File: src/rtl/alu_ctl_pkg.sv
// Shared types and control-line constants for the CB-prefix bit-operation
// micro-sequencer and the ALU control bundle it drives.
package alu_ctl_pkg;

    typedef enum logic [1:0] {
        NO_OE  = 2'd0,
        BS_OE  = 2'd1,
        SH_OE  = 2'd2,
        RES_OE = 2'd3
    } oe_t;

    typedef enum logic {
        NO_LD  = 1'b0,
        BUS_LD = 1'b1
    } ld_t;

    typedef enum logic [1:0] {
        NO_SH    = 2'd0,
        SH_LEFT  = 2'd1,
        SH_RIGHT = 2'd2,
        SH_ROT   = 2'd3
    } sh_t;

    typedef enum logic [1:0] {
        BOP_BIT  = 2'd0,
        BOP_RES  = 2'd1,
        BOP_SET  = 2'd2,
        BOP_RSVD = 2'd3
    } alu_bitop_t;

    typedef enum logic [2:0] {
        IDLE = 3'd0,
        SEL  = 3'd1,
        OPER = 3'd2,
        EVAL = 3'd3,
        DONE = 3'd4
    } alu_seq_state_t;

    typedef struct packed {
        logic [2:0] bs;
        logic [7:0] op;
        sh_t        sh;
        oe_t        oe;
        ld_t        la;
        ld_t        lb;
        logic       r;
        logic       s;
        logic       v;
        logic       ne;
        logic       ci;
        logic       l;
        logic       h;
    } alu_line_t;

    localparam alu_line_t ALU_LINE_IDLE = '{
        bs: 3'd0, op: 8'd0, sh: NO_SH, oe: NO_OE, la: NO_LD, lb: NO_LD,
        r: 1'b0, s: 1'b0, v: 1'b0, ne: 1'b0, ci: 1'b0, l: 1'b0, h: 1'b0
    };

    // Function-bit words, ordered {r, s, v, ne, ci, l, h}; L1 = low-nibble pass, L2 = high-nibble pass.
    localparam logic [6:0] L1_BIT = 7'b0100110;
    localparam logic [6:0] L2_BIT = 7'b0100101;
    localparam logic [6:0] L1_RES = 7'b1100010;
    localparam logic [6:0] L2_RES = 7'b1100001;
    localparam logic [6:0] L1_SET = 7'b0000010;
    localparam logic [6:0] L2_SET = 7'b0000001;

    function automatic logic [6:0] fn_bits(input alu_bitop_t op, input logic second_pass);
        logic [6:0] v;
        case (op)
            BOP_BIT: v = second_pass ? L2_BIT : L1_BIT;
            BOP_RES: v = second_pass ? L2_RES : L1_RES;
            BOP_SET: v = second_pass ? L2_SET : L1_SET;
            default: v = 7'd0;
        endcase
        return v;
    endfunction

endpackage

File: src/rtl/alu_bitop_seq_if.sv
// Decoder-side request/response bundle and ALU-side control/result bundle.
interface alu_bitop_dec_if
    import alu_ctl_pkg::*;
();
    logic       req;
    alu_bitop_t op;
    logic [2:0] bsel;
    logic [7:0] operand;
    logic       ready;
    logic       done;
    logic [7:0] res;
    logic       res_we;
    logic [3:0] flags;
    logic [3:0] flags_we;

    modport master (
        output req, op, bsel, operand,
        input  ready, done, res, res_we, flags, flags_we
    );

    modport slave (
        input  req, op, bsel, operand,
        output ready, done, res, res_we, flags, flags_we
    );
endinterface

interface alu_ctl_if
    import alu_ctl_pkg::*;
();
    alu_line_t  alu_line;
    logic [7:0] alu_result;
    logic       alu_zero;
    logic       alu_carry;

    modport master (
        output alu_line,
        input  alu_result, alu_zero, alu_carry
    );

    modport slave (
        input  alu_line,
        output alu_result, alu_zero, alu_carry
    );
endinterface

File: src/rtl/alu_bitop_lines.sv
// Pure combinational map from sequencer state and captured instruction
// fields to the ALU control bundle for that state.
module alu_bitop_lines
    import alu_ctl_pkg::*;
(
    input  alu_seq_state_t i_state,
    input  alu_bitop_t     i_op,
    input  logic [2:0]     i_bsel,
    input  logic [7:0]     i_operand,
    output alu_line_t      o_line
);

    logic [6:0] w_fn;

    // Start from the idle bundle and override only what each step needs.
    always_comb begin
        o_line = ALU_LINE_IDLE;
        w_fn   = 7'd0;
        case (i_state)
            SEL: begin
                o_line.bs = i_bsel;
                o_line.oe = BS_OE;
                o_line.lb = BUS_LD;
                o_line.la = NO_LD;
            end
            OPER: begin
                o_line.op = i_operand;
                o_line.sh = NO_SH;
                o_line.oe = SH_OE;
                o_line.la = BUS_LD;
                o_line.lb = NO_LD;
                w_fn      = fn_bits(i_op, 1'b0);
            end
            EVAL: begin
                o_line.la = NO_LD;
                o_line.lb = NO_LD;
                o_line.oe = RES_OE;
                w_fn      = fn_bits(i_op, 1'b1);
            end
            default: begin
                o_line = ALU_LINE_IDLE;
                w_fn   = 7'd0;
            end
        endcase
        {o_line.r, o_line.s, o_line.v, o_line.ne, o_line.ci, o_line.l, o_line.h} = w_fn;
    end

endmodule

File: src/rtl/alu_bitop_seq.sv
// Micro-sequencer for BIT/RES/SET b,r: walks the ALU through bit-select load,
// operand load and result read-out, then presents write-back and flag enables.
module alu_bitop_seq
    import alu_ctl_pkg::*;
#(
    parameter bit BACK2BACK = 1'b1
) (
    input  logic            i_clk,
    input  logic            i_reset,
    alu_bitop_dec_if.slave  dec_if,
    alu_ctl_if.master       alu_if
);

    alu_seq_state_t r_state;
    alu_seq_state_t w_next_state;
    alu_bitop_t     r_op;
    alu_bitop_t     w_op_next;
    logic [2:0]     r_bsel;
    logic [2:0]     w_bsel_next;
    logic [7:0]     r_operand;
    logic [7:0]     w_operand_next;
    logic           w_can_accept;
    logic           w_accept;
    alu_line_t      w_line_next;
    alu_line_t      r_alu_line;

    logic           r_ready;
    logic           r_done;
    logic [7:0]     r_res;
    logic           r_res_we;
    logic [3:0]     r_flags;
    logic [3:0]     r_flags_we;

    // Accept window, next state and next capture values.
    always_comb begin
        w_can_accept   = (r_state == IDLE) || (BACK2BACK && (r_state == DONE));
        w_accept       = w_can_accept && dec_if.req && (dec_if.op != BOP_RSVD);
        w_next_state   = r_state;
        w_op_next      = r_op;
        w_bsel_next    = r_bsel;
        w_operand_next = r_operand;
        case (r_state)
            IDLE: begin
                if (w_accept) begin
                    w_next_state = SEL;
                end else begin
                    w_next_state = IDLE;
                end
            end
            SEL:  w_next_state = OPER;
            OPER: w_next_state = EVAL;
            EVAL: w_next_state = DONE;
            DONE: begin
                if (w_accept) begin
                    w_next_state = SEL;
                end else begin
                    w_next_state = IDLE;
                end
            end
            default: w_next_state = IDLE;
        endcase
        if (w_accept) begin
            w_op_next      = dec_if.op;
            w_bsel_next    = dec_if.bsel;
            w_operand_next = dec_if.operand;
        end else begin
            w_op_next      = r_op;
            w_bsel_next    = r_bsel;
            w_operand_next = r_operand;
        end
    end

    // Lines are computed for the upcoming state so the registered bundle lines up with it.
    alu_bitop_lines u_lines (
        .i_state   (w_next_state),
        .i_op      (w_op_next),
        .i_bsel    (w_bsel_next),
        .i_operand (w_operand_next),
        .o_line    (w_line_next)
    );

    // State, captured instruction fields and registered ALU control bundle.
    always_ff @(posedge i_clk) begin
        if (i_reset) begin
            r_state    <= IDLE;
            r_op       <= BOP_BIT;
            r_bsel     <= 3'd0;
            r_operand  <= 8'd0;
            r_alu_line <= ALU_LINE_IDLE;
        end else begin
            r_state    <= w_next_state;
            r_op       <= w_op_next;
            r_bsel     <= w_bsel_next;
            r_operand  <= w_operand_next;
            r_alu_line <= w_line_next;
        end
    end

    // Decoder-facing outputs; result and flags are sampled from the ALU on the EVAL->DONE edge.
    always_ff @(posedge i_clk) begin
        if (i_reset) begin
            r_ready    <= 1'b1;
            r_done     <= 1'b0;
            r_res      <= 8'd0;
            r_res_we   <= 1'b0;
            r_flags    <= 4'd0;
            r_flags_we <= 4'd0;
        end else begin
            r_ready <= (w_next_state == IDLE) || (BACK2BACK && (w_next_state == DONE));
            if (w_next_state == DONE) begin
                r_done <= 1'b1;
                r_res  <= alu_if.alu_result;
                if (r_op == BOP_BIT) begin
                    r_res_we   <= 1'b0;
                    r_flags    <= {alu_if.alu_zero, 1'b0, 1'b1, alu_if.alu_carry};
                    r_flags_we <= 4'b1110;
                end else begin
                    r_res_we   <= 1'b1;
                    r_flags    <= 4'd0;
                    r_flags_we <= 4'b0000;
                end
            end else begin
                r_done     <= 1'b0;
                r_res      <= 8'd0;
                r_res_we   <= 1'b0;
                r_flags    <= 4'd0;
                r_flags_we <= 4'd0;
            end
        end
    end

    assign dec_if.ready    = r_ready;
    assign dec_if.done     = r_done;
    assign dec_if.res      = r_res;
    assign dec_if.res_we   = r_res_we;
    assign dec_if.flags    = r_flags;
    assign dec_if.flags_we = r_flags_we;
    assign alu_if.alu_line = r_alu_line;

endmodule

File: src/flat_wrapper.sv
// flat-port wrapper written by rule: the top's interface ports become plain ports
module alu_bitop_seq_flat import alu_ctl_pkg::*;
#(
    parameter bit BACK2BACK = 1'b1
)
  (i_clk, i_reset, dec_if_req, dec_if_op, dec_if_bsel, dec_if_operand, dec_if_ready, dec_if_done, dec_if_res, dec_if_res_we, dec_if_flags, dec_if_flags_we, alu_if_alu_line, alu_if_alu_result, alu_if_alu_zero, alu_if_alu_carry);
  alu_bitop_dec_if dec_if_i ();
  alu_ctl_if alu_if_i ();
  input  logic i_clk;
  input  logic i_reset;
  input wire logic [$bits(dec_if_i.req)-1:0] dec_if_req;
  input wire logic [$bits(dec_if_i.op)-1:0] dec_if_op;
  input wire logic [$bits(dec_if_i.bsel)-1:0] dec_if_bsel;
  input wire logic [$bits(dec_if_i.operand)-1:0] dec_if_operand;
  output wire logic [$bits(dec_if_i.ready)-1:0] dec_if_ready;
  output wire logic [$bits(dec_if_i.done)-1:0] dec_if_done;
  output wire logic [$bits(dec_if_i.res)-1:0] dec_if_res;
  output wire logic [$bits(dec_if_i.res_we)-1:0] dec_if_res_we;
  output wire logic [$bits(dec_if_i.flags)-1:0] dec_if_flags;
  output wire logic [$bits(dec_if_i.flags_we)-1:0] dec_if_flags_we;
  output wire logic [$bits(alu_if_i.alu_line)-1:0] alu_if_alu_line;
  input wire logic [$bits(alu_if_i.alu_result)-1:0] alu_if_alu_result;
  input wire logic [$bits(alu_if_i.alu_zero)-1:0] alu_if_alu_zero;
  input wire logic [$bits(alu_if_i.alu_carry)-1:0] alu_if_alu_carry;
  assign dec_if_i.req = dec_if_req;
  assign dec_if_i.op = dec_if_op;
  assign dec_if_i.bsel = dec_if_bsel;
  assign dec_if_i.operand = dec_if_operand;
  assign dec_if_ready = dec_if_i.ready;
  assign dec_if_done = dec_if_i.done;
  assign dec_if_res = dec_if_i.res;
  assign dec_if_res_we = dec_if_i.res_we;
  assign dec_if_flags = dec_if_i.flags;
  assign dec_if_flags_we = dec_if_i.flags_we;
  assign alu_if_alu_line = alu_if_i.alu_line;
  assign alu_if_i.alu_result = alu_if_alu_result;
  assign alu_if_i.alu_zero = alu_if_alu_zero;
  assign alu_if_i.alu_carry = alu_if_alu_carry;
  alu_bitop_seq #(.BACK2BACK(BACK2BACK)) u_core (.i_clk(i_clk), .i_reset(i_reset), .dec_if(dec_if_i), .alu_if(alu_if_i));
endmodule
File: config.mk
export PLATFORM = sky130hd
export DESIGN_NAME = alu_bitop_seq_flat
export DESIGN_NICKNAME = d
export VERILOG_FILES = /design/src/rtl/alu_ctl_pkg.sv /design/src/rtl/alu_bitop_seq_if.sv /design/src/rtl/alu_bitop_lines.sv /design/src/rtl/alu_bitop_seq.sv /design/src/flat_wrapper.sv
export SDC_FILE = /design/constraint.sdc
export NUM_CORES = 1
export LEC_CHECK = 0
export ABC_AREA = 1
export CAP_MARGIN = 15
export CORE_ASPECT_RATIO = 0.7
export CORE_UTILIZATION = 44
export CTS_CLUSTER_DIAMETER = 80
export DETAILED_ROUTE_END_ITERATION = 16
export GPL_ROUTABILITY_DRIVEN = 0
export GPL_TIMING_DRIVEN = 0
export HOLD_SLACK_MARGIN = 0.05
export PLACE_DENSITY = 0.84
export SYNTH_ARGS = -nofsm -noshare
export SYNTH_HDL_FRONTEND = slang
export SYNTH_SLANG_ARGS = --single-unit
File: constraint.sdc
create_clock -name i_clk -period 1.6 [get_ports i_clk]
set_input_delay 0.24 -clock i_clk [delete_from_list [all_inputs] [get_ports i_clk]]
set_output_delay 0.24 -clock i_clk [all_outputs]
set_load 0.1 [all_outputs]
==> impl_metrics.toml <==
[logic_synthesis]
synth_area_leaders = "dfxtp_1, nor2_1, inv_1, o21ai_2, buf_4"
ys_ff_latch = 47
seq_area_frac_synth_pct = 60.4
synthDistinctLibCells = 19
yosys_warnings = 0
synthCells = 170
syn-cell-area_mm2 = 0.00156
synth_top_area_share_pct = 60.4
syn_area_per_cell_um2 = 9.16
synth_area_leader_cell = "dfxtp_1"

[power_and_ir_drop]
clkPwrFrac_pct = 29.7
leakage_nw = 1.07
p_per_area_mw_per_mm2 = 1150
p_switching_w = 0.000870
ir_worst_vdd_mv = 0.677
combPwrFrac_pct = 24.4
seq_power_share_pct = 45.9
swShare_pct = 31.7
intPower_w = 0.00188

[global_route]
first_global_vias = 1069
grt_max_degree = 14
grt_usage_pct = 17.2
antenna_found_initial = 0
grt_pass1_wl_um = 4670
overflow = 0

[route]
vias = 1217
drt_wl_total_um = 3050
drtPass1Iterations = 4
wl_per_cell_um = 10.5
drc = 0
drtAntennaViolNets = 0
drt-initial-drc-count = 44
via_per_inst = 4.20

[die]
num_rows = 17
core-area_mm2 = 0.00325
die_y_um = 51.8
start_util_pct = 47.9
design.die.area_mm2 = 0.00379
boundaryPins = 69
fp.dieW_um = 73.1

[sta]
skew_ns = 0.00586
max_freq_mhz = 643
slew_headroom_pct = 62.9
post-route-period-util_pct = 97.3
hold_viol_final = 0
rsz0062_at_grt = "no"
setup_viol = 0
timing.final.ws_setup_ns = 0.0438
maxSlewViolCount = 0
min_period_ns = 1.56
worst_slew_pin_slew_ns = 0.559

[cells_and_area]
drive_above_1_share_pct = 29.6
syn_to_final_growth_pct = 53.8
final_net_count = 269
antenna_cells = 0
fin_util_pct = 73.6

[clocking]
cts_setup_buffers = 0
cts_buffers = 5
path_clk_slew_ns = 0.08
cts_tree = "yes"
cts_root_buf = "clkbuf_8"
cts_max_path_buffers = 2
clkLatencyLatePin_ns = 0.29
htreeDepth = 2
clock_sinks = 47

[setup_path]
worstSetupPathType = "register to output port"
cp.required_ns = 1.36
worst_setup_path_start_kind = "register"
max_stage_delay_ns = 0.54
cp-end-kind = "output port"
crit_family = "buffers and inverters"
crit_buf_inv = 2
worstPathMaxFanout = 4
cp.arrival_ns = 1.32
slowest_stage = "clkdlybuf4s15_2"
crit_chain = "buf_4, clkdlybuf4s15_2"

[status]
outcome = "completed"

[placement]
port_buffers = 61
dp_hpwl_um = 2280
place_ws_ns = -0.213

[flow_run]
cap_violations = 0

[hold_path]
hp-class = "primary input to register"
registers in the layout, summed over array words and instances (netlist names):
signal and count:
u_core.alu_if.alu_line 20, u_core.dec_if.res 8, u_core.dec_if.res_we 1, u_core.r_op 2, u_core.dec_if.ready 1, u_core.dec_if.done 1, u_core.dec_if.flags_we 1, u_core.r_operand 8
u_core.dec_if.flags 2, u_core.r_state 3
synth_stat cells:
library cell,number
nand3_1,3
conb_1,1
a21oi_2,1
o21ai_2,8
inv_2,2
nand3_4,1
nor2_1,36
nor2_2,1
nor3_1,2
nand2_1,18
buf_6,3
nand4_1,2
clkbuf_1,1
dfxtp_1,47
nor3_2,1
buf_4,9
a21oi_1,4
nor2_4,2
inv_1,28
layer usage:
metal	track usage [%]	wire (um)
met5	0	0
met4	7.84	58
met3	5.81	197
met2	29.3	1470
met1	19.5	1330
metrics by stage:
| stage | power [W] | setup TNS, ns | instances | hold WS (ns) | cell area (um^2) |
|---|---|---|---|---|---|
| 6_report | 0.00275 | 0 | 290 | 0.149 | 2400 |
| 5_1_grt | 0.00286 | 0 | 290 | 0.145 | 2400 |
| 4_1_cts | 0.00276 | 0 | 290 | 0.142 | 2400 |
| 3_5_place_dp | 0.00197 | -2.52 | 283 | 0.459 | 2250 |
| 3_3_place_gp | 0.00196 | -2.26 | 283 | 0.451 | 2250 |
| 2_1_floorplan | 0.00180 | 0 | 175 | 0.352 | 1580 |
worst reg2reg max path, delay by kind of cell (launching register included):
| family | cells | cell delay (ns) |
|---|---|---|
| AO/OA/AOI/OAI | 1 | 0.15 |
| buffers and inverters | 1 | 0.19 |
| flip-flops | 1 | 0.37 |
| AND/OR/NAND/NOR | 3 | 0.41 |
path summary, 6_finish.rpt:
path / slack [ns] / start / to / depth (start not counted)
setup / recovery: 0.04 / u_core.dec_if.flags_we[2] / dec_if_flags_we[2] / 2
hold / removal: 0.15 / i_reset / u_core.alu_if.alu_line[9] / 2
setup reg to reg: 0.36 / u_core.r_state[1] / u_core.r_operand[4] / 5
hold reg to reg: 0.52 / u_core.r_state[2] / u_core.r_state[2] / 1
cell type report:
type | count | area [um^2]
repair buffers | 61 | 657
fillers | 233 | 858
clock inverters | 1 | 30.0
plain buffers | 13 | 105
flip-flops and latches | 47 | 942
multi-input cells | 85 | 418
well taps | 47 | 58.8
clock buffers | 6 | 72.6
inverters | 30 | 113
power groups by stage:
| stage | clock network [W] | registers (W) | logic, W |
|---|---|---|---|
| 2_1_floorplan | 0 | 0.00154 | 0.000256 |
| 3_3_place_gp | 0 | 0.00128 | 0.000673 |
| 3_5_place_dp | 0 | 0.00129 | 0.000679 |
| 4_1_cts | 0.000832 | 0.00126 | 0.000672 |
| 5_1_grt | 0.000884 | 0.00127 | 0.000707 |
| 6_report | 0.000816 | 0.00126 | 0.000670 |
cell usage in the layout, fill, tap and decap left out, types with 2 or more instances in the layout:
cell type and instances:
dfxtp_1 46, nand3_1 3, nand4_1 2, nor2_4 2, nand2_1 18, clkbuf_1 2, clkdlybuf4s50_1 24, clkdlybuf4s15_2 37
o21ai_2 8, inv_2 2, nor3_1 2, nor2_1 36, clkbuf_8 5, buf_4 9, inv_1 28, buf_6 3
a21oi_1 4, conb_1 6
what timing repair did:
action | CTS | global route
resized for setup | 111 | 0
hold buffers | 0 | 0
setup endpoints to repair | 37 | 0
logic make-up after synthesis:
kind of cell    synth area share [%]
compound gates                  6.35
other cells                    0.241
flops                           60.4
buf+inv                         14.0
simple gates                    19.0
Note: power is estimated with default switching activity, not from simulation.
